===== src/rtl/pwm_d2a_pkg.sv =====
`default_nettype none
// ============================================================================
// Module      : pwm_d2a_pkg
// Description : Shared types and helpers for the PWM D2A converter.
// Revision    : 1.0 - initial release
// ============================================================================
package pwm_d2a_pkg;

    // Control state of the converter
    typedef enum logic [1:0] {
        IDLE = 2'd0,
        RUN  = 2'd1
    } state_t;

    // Period counter needs to represent 0..N_PRD (one extra bit of headroom)
    function automatic int prd_cnt_width(input int n_prd);
        return $clog2(n_prd) + 1;
    endfunction

endpackage
`default_nettype wire


===== src/rtl/pwm_ramp_cnt.sv =====
`default_nettype none
// ============================================================================
// Module      : pwm_ramp_cnt
// Description : Free-running WIDTH-bit ramp counter with synchronous clear,
//               count enable and a terminal-count (all ones) flag.
//               Clear has priority over enable.
// Revision    : 1.0 - initial release
// ============================================================================
module pwm_ramp_cnt #(
    parameter int WIDTH = 10
) (
    input  logic             clk,
    input  logic             rst_n,
    input  logic             clr_i,
    input  logic             en_i,
    output logic [WIDTH-1:0] cnt_o,
    output logic             wrap_o
);

    logic [WIDTH-1:0] cnt_q;
    logic [WIDTH-1:0] cnt_d;

    // Next count: clear wins, otherwise increment with natural wrap
    always_comb begin
        cnt_d = cnt_q;
        if (clr_i) begin
            cnt_d = '0;
        end else if (en_i) begin
            cnt_d = cnt_q + WIDTH'(1);
        end
    end

    // Counter register
    always_ff @(posedge clk or negedge rst_n) begin
        if (!rst_n) begin
            cnt_q <= '0;
        end else begin
            cnt_q <= cnt_d;
        end
    end

    assign cnt_o  = cnt_q;
    assign wrap_o = (cnt_q == {WIDTH{1'b1}});

endmodule
`default_nettype wire


===== src/rtl/pwm_d2a.sv =====
`default_nettype none
// ============================================================================
// Module      : pwm_d2a
// Description : PWM digital-to-analog converter. A captured code is compared
//               against a free-running ramp; each conversion emits N_PRD full
//               PWM periods and then pulses cnv_cmplt for one cycle.
//               Optional macro PWM_DBL_BUF_EN adds a pending-code buffer so a
//               start request during RUN chains the next conversion without
//               an idle cycle.
// Revision    : 1.0 - initial release
// ============================================================================
module pwm_d2a
    import pwm_d2a_pkg::*;
#(
    parameter int WIDTH = 10,
    parameter int N_PRD = 8
) (
    input  logic             clk,
    input  logic             rst_n,
    input  logic             strt_cnv,
    input  logic [WIDTH-1:0] code,
    output logic             pwm_out,
    output logic             busy,
    output logic             cnv_cmplt
);

    localparam int             PW       = prd_cnt_width(N_PRD);
    localparam logic [PW-1:0]  PRD_LAST = PW'(N_PRD - 1);

    state_t           state_q;
    state_t           state_d;
    logic [WIDTH-1:0] code_reg_q;
    logic [WIDTH-1:0] code_reg_d;
    logic [PW-1:0]    prd_cnt_q;
    logic [PW-1:0]    prd_cnt_d;
    logic             pwm_q;
    logic             pwm_d;
    logic             cmplt_q;
    logic             cmplt_d;

    logic [WIDTH-1:0] cnt;
    logic             cnt_wrap;
    logic             cnt_clr;
    logic             cnt_en;
    logic             end_cnv;
    logic             restart;

    pwm_ramp_cnt #(
        .WIDTH (WIDTH)
    ) u_ramp (
        .clk    (clk),
        .rst_n  (rst_n),
        .clr_i  (cnt_clr),
        .en_i   (cnt_en),
        .cnt_o  (cnt),
        .wrap_o (cnt_wrap)
    );

    // Last cycle of the last period of the conversion
    assign end_cnv = (state_q == RUN) && cnt_wrap && (prd_cnt_q == PRD_LAST);

`ifdef PWM_DBL_BUF_EN
    logic             pend_vld_q;
    logic             pend_vld_d;
    logic [WIDTH-1:0] pend_code_q;
    logic [WIDTH-1:0] pend_code_d;

    // A live start request on the final cycle beats the buffered one
    assign restart = end_cnv && (strt_cnv || pend_vld_q);

    // Capture start requests that arrive while a conversion is running
    always_comb begin
        pend_vld_d  = pend_vld_q;
        pend_code_d = pend_code_q;
        if (restart) begin
            pend_vld_d = 1'b0;
        end else if ((state_q == RUN) && !end_cnv && strt_cnv) begin
            pend_vld_d  = 1'b1;
            pend_code_d = code;
        end
    end

    // Pending-code buffer registers
    always_ff @(posedge clk or negedge rst_n) begin
        if (!rst_n) begin
            pend_vld_q  <= 1'b0;
            pend_code_q <= '0;
        end else begin
            pend_vld_q  <= pend_vld_d;
            pend_code_q <= pend_code_d;
        end
    end
`else
    assign restart = 1'b0;
`endif

    // State register
    always_ff @(posedge clk or negedge rst_n) begin
        if (!rst_n) begin
            state_q <= IDLE;
        end else begin
            state_q <= state_d;
        end
    end

    // Next-state logic; unknown encodings fall back to IDLE
    always_comb begin
        state_d = state_q;
        case (state_q)
            IDLE: begin
                if (strt_cnv) begin
                    state_d = RUN;
                end
            end
            RUN: begin
                if (end_cnv && !restart) begin
                    state_d = IDLE;
                end
            end
            default: state_d = IDLE;
        endcase
    end

    // Datapath controls and next values of the registered outputs
    always_comb begin
        pwm_d      = 1'b0;
        cmplt_d    = 1'b0;
        cnt_clr    = 1'b0;
        cnt_en     = 1'b0;
        code_reg_d = code_reg_q;
        prd_cnt_d  = prd_cnt_q;
        case (state_q)
            IDLE: begin
                if (strt_cnv) begin
                    cnt_clr    = 1'b1;
                    code_reg_d = code;
                    prd_cnt_d  = '0;
                end
            end
            RUN: begin
                cnt_en  = 1'b1;
                pwm_d   = end_cnv ? 1'b0 : (cnt < code_reg_q);
                cmplt_d = end_cnv;
                if (cnt_wrap) begin
                    prd_cnt_d = prd_cnt_q + PW'(1);
                end
`ifdef PWM_DBL_BUF_EN
                if (restart) begin
                    cnt_clr    = 1'b1;
                    prd_cnt_d  = '0;
                    code_reg_d = strt_cnv ? code : pend_code_q;
                end
`endif
            end
            default: begin
                pwm_d   = 1'b0;
                cmplt_d = 1'b0;
            end
        endcase
    end

    // Code, period counter and output registers
    always_ff @(posedge clk or negedge rst_n) begin
        if (!rst_n) begin
            code_reg_q <= '0;
            prd_cnt_q  <= '0;
            pwm_q      <= 1'b0;
            cmplt_q    <= 1'b0;
        end else begin
            code_reg_q <= code_reg_d;
            prd_cnt_q  <= prd_cnt_d;
            pwm_q      <= pwm_d;
            cmplt_q    <= cmplt_d;
        end
    end

    assign pwm_out   = pwm_q;
    assign cnv_cmplt = cmplt_q;
    assign busy      = (state_q == RUN);

endmodule
`default_nettype wire


===== config.mk =====
export PLATFORM = sky130hd
export DESIGN_NAME = pwm_d2a
export DESIGN_NICKNAME = d
export VERILOG_FILES = /design/src/rtl/pwm_d2a_pkg.sv /design/src/rtl/pwm_ramp_cnt.sv /design/src/rtl/pwm_d2a.sv
export SDC_FILE = /design/constraint.sdc
export NUM_CORES = 1
export LEC_CHECK = 0
export CORE_ASPECT_RATIO = 0.7
export CORE_MARGIN = 10
export CORE_UTILIZATION = 35
export DETAILED_ROUTE_END_ITERATION = 12
export RECOVER_POWER = 25
export SYNTH_ARGS = -nofsm -noshare
export SYNTH_HDL_FRONTEND = slang
export SYNTH_SLANG_ARGS = --single-unit

===== constraint.sdc =====
create_clock -name clk -period 2.08 [get_ports clk]
set_input_delay 0.312 -clock clk [delete_from_list [all_inputs] [get_ports clk]]
set_output_delay 0.312 -clock clk [all_outputs]
set_load 0.01 [all_outputs]

==> flow_results.org <==
** Power
- Pwr/cell area :: 1010 mW/mm2
- Leakage power :: 0.718 nW
- IR analysis of the VDD net gives a maximum drop of 0.384 mV.
- Total power for the finished layout comes to 1.68 mW.

** Worst setup path
- Arr. time, crit path :: 1500 ps
- Data on the critical path is required at its endpoint by 1770 ps.
- Critical Path Sink Type :: primary output
- In this design, the largest share of critical-path delay is due to buffers and inverters.
- Crit path buffers/inverters :: 1
- Crit Path Class :: flip-flop to primary output
- STA classifies the critical path startpoint as a flip-flop.
- Crit path max fanout :: 13
- Walking the worst path, the cells encountered are clkdlybuf4s50_1.
- For this design, the slowest cell found on the critical path is sky130_fd_sc_hd__clkdlybuf4s50_1.
- On the worst path, the slowest cell contributes a delay of 630 ps.

** Logic synthesis
- Mapped Cells :: 140
- The largest total area in the synthesized netlist belongs to sky130_fd_sc_hd__dfrtp_1.
- #FFs+latches synth :: 27
- Cell types with the largest area share after synthesis :: sky130_fd_sc_hd__dfrtp_1 48%, sky130_fd_sc_hd__ha_1 9.8%, sky130_fd_sc_hd__nand2_1 6.9%
- Avg Cell Area, Syn :: 10.1 um2
- Yosys instantiated no cell more often than sky130_fd_sc_hd__dfrtp_1.
- For this run, asynchronously set or reset flops after synthesis account for 1.00.
- Post-synth top flop :: sky130_fd_sc_hd__dfrtp_1
- The netlist uses 31 different library cells.
- Counting instances in the post-synthesis netlist gives the leading cell types as 27 x sky130_fd_sc_hd__dfrtp_1, 26 x sky130_fd_sc_hd__nand2_1, 17 x sky130_fd_sc_hd__o21ai_0, 11 x sky130_fd_sc_hd__ha_1, 10 x sky130_fd_sc_hd__inv_1.
- EDFF count, synth :: 0
- Counting every net in the synthesized netlist gives 164.
- The share of the Yosys chip area taken by registers is 0.480.
- The Yosys step of the flow raised 0 warnings.
- Of the post-synthesis cell area, the dominant cell type holds 0.480.
- Post-synthesis instance area :: 0.00141 mm2

** STA
- On the final layout, the worst hold slack is 491 ps.
- Max-slew violation count :: 0
- After routing, the total negative slack on setup checks comes to 0 ps.
- Hold violation total from the final report :: 0
- Setup repair after global routing left no endpoint under its margin.
- Worst slew margin relative to its limit :: 0.556
- On the final layout, the worst clock skew is 2.58 ps.
- At the pin with the least slew margin, the transition time is 666 ps.
- Fraction of the cycle the final worst path needs :: 0.873
- Max frequency :: 0.551 GHz
- Count of endpoints failing setup in the final report :: 0
- Post-route minimum period :: 1810 ps

** Cells and area
- Diodes inserted :: 0
- Of the cells placed in the final design, the portion with a size suffix greater than 1 is 0.0764.
- Measured on the finished design, the core utilization comes to 0.427.
- Nets@finish :: 182
- Area Growth Syn to Fin :: 18.1%

** Status
- Status :: finished, final reports clean

** Clock network
- TritonCTS built the clock tree.
- Clock tree buffer depth :: 2
- Clock-pin slew was measured on the worst setup and hold paths at 90 ps.
- Post-CTS setup repair buffer count :: 0
- Sink Count :: 27
- The root buffer cell chosen for the clock tree is sky130_fd_sc_hd__clkbuf_8.
- H-tree Lvls :: 1
- Clock insertion delay at the later pin of the skew report :: 270 ps
- After clock tree synthesis, the repair step resized 0 gates.
- TritonCTS created 3 clock buffers.
- Cts hold-fix bufs :: 0

** Die
- Horiz. Die Dim :: 95.8 um
- DIE AREA :: 0.00700 mm2
- During I/O placement, the number of pins put on the boundary was 16.
- After floorplanning, the core was sized to cover 0.00390 mm2.
- Initial core utilization :: 0.361
- Die Ht :: 73.1 um
- Std-Cell Rows :: 19

** Drt
- For this block, the via count after detailed routing is 1009.
- The final layout contains routed wiring with a total length of 2710 um.
- Drt drc :: 0
- Dividing the detail-routed via count by the number of cells gives 4.83.
- Antenna Nets Post-Route :: 0
- DRT Pass-1 Iters :: 4
- In the final routed layout, each cell accounts on average for 12.9 um.
- In this run, the number of DRC markers left after iteration 0 of detailed routing was 56.

** Placement
- HPWL reported at the end of detailed placement :: 2100 um
- The count of buffers added on input and output ports is 15.
- At the end of routability-driven placement, the weighted congestion stood at 0.743.

** Min path
- Type of the tightest min-delay check :: flip-flop to flip-flop

** GRT
- The initial antenna violation count is 0.
- After global routing the overflow that remains totals 0.
- Via count of the first global-routing pass :: 983
- Tot GR Track Use :: 0.0851
- Entering global routing, the biggest net connects 28 pins.
- The first global-routing pass estimated 4710 um of wire.

** Run
- Across the run, the number of max-cap violations was 0.
[routing by layer]
layer	track usage	wire length (um)
met1	0.115	1420
met2	0.121	1080
met3	0.0380	175
met4	0.0196	24
met5	0	0
[power breakdown]
group	switching [mW]	internal [mW]	leakage (nW)	total [mW]
Sequential	0.182	0.667	0.320	0.848
Combinational	0.284	0.259	0.374	0.543
Clock	0.154	0.137	0.0228	0.292
Total	0.620	1.06	0.718	1.68
[area by class of cell]
| type | count | area (um2) |
|---|---|---|
| fill | 402 | 2240 |
| multi-input combinational | 99 | 677 |
| sequential | 27 | 676 |
| timing repair buffer | 17 | 163 |
| tap | 52 | 65.1 |
| clock buffer | 4 | 45.0 |
| inverter | 10 | 37.5 |
[layout by cell type (no fill, tap or decap), drive strengths merged, types with 3 or more instances in the layout]
| master | count |
|---|---|
| dfrtp | 27 |
| nand2 | 26 |
| o21ai | 17 |
| clkdlybuf4s50 | 14 |
| ha | 11 |
| inv | 10 |
| nor2 | 6 |
| nand3 | 5 |
| clkbuf | 5 |
| a21oi | 4 |
| nand4 | 4 |
| nand2b | 3 |
| mux2i | 3 |
| nor4 | 3 |
[flip-flops by register name, summed over array words and instances, names as in the netlist]
signal / cells
pwm_out: 1
u_ramp.cnt_o: 10
code_reg_q: 10
prd_cnt_q: 4
state_q: 1
cnv_cmplt: 1
[cells by family (layout without fill, tap and decap cells)]
kind of cell,after synthesis,in the layout,share of synthesized area
muxes,4,4,0.0293
xor gates and xnor gates,2,2,0.0124
AOI/OAI and AO/OA,29,29,0.120
adders and majority gates,11,11,0.0978
DFF,27,27,0.480
and+or+nand+nor,53,53,0.221
buffers and inverters,14,31,0.0391
[worst paths after layout]
check	start	end	slack (ps)	cells after the start
setup / recovery	state_q[0]$_DFFE_PN0P_	busy	270	1
hold / removal	code_reg_q[0]$_DFFE_PN0P_	code_reg_q[0]$_DFFE_PN0P_	490	2
setup reg to reg	u_ramp.cnt_o[7]$_DFFE_PN0P_	pwm_out$_DFF_PN0_	450	5
hold reg to reg	code_reg_q[0]$_DFFE_PN0P_	code_reg_q[0]$_DFFE_PN0P_	490	2
max in group asynchronous	rst_n	code_reg_q[5]$_DFFE_PN0P_	1060	2
min in group asynchronous	rst_n	code_reg_q[3]$_DFFE_PN0P_	600	2
[stage by stage]
step                      cells  setup WS [ps]  area [um2]
after CTS                   209            254        1670
final                       209            265        1660
after global placement      205            525        1620
after detailed placement    205            459        1620
after floorplan             140            563        1410
after global routing        209            179        1660
Power figures use the tool's default switching activity.
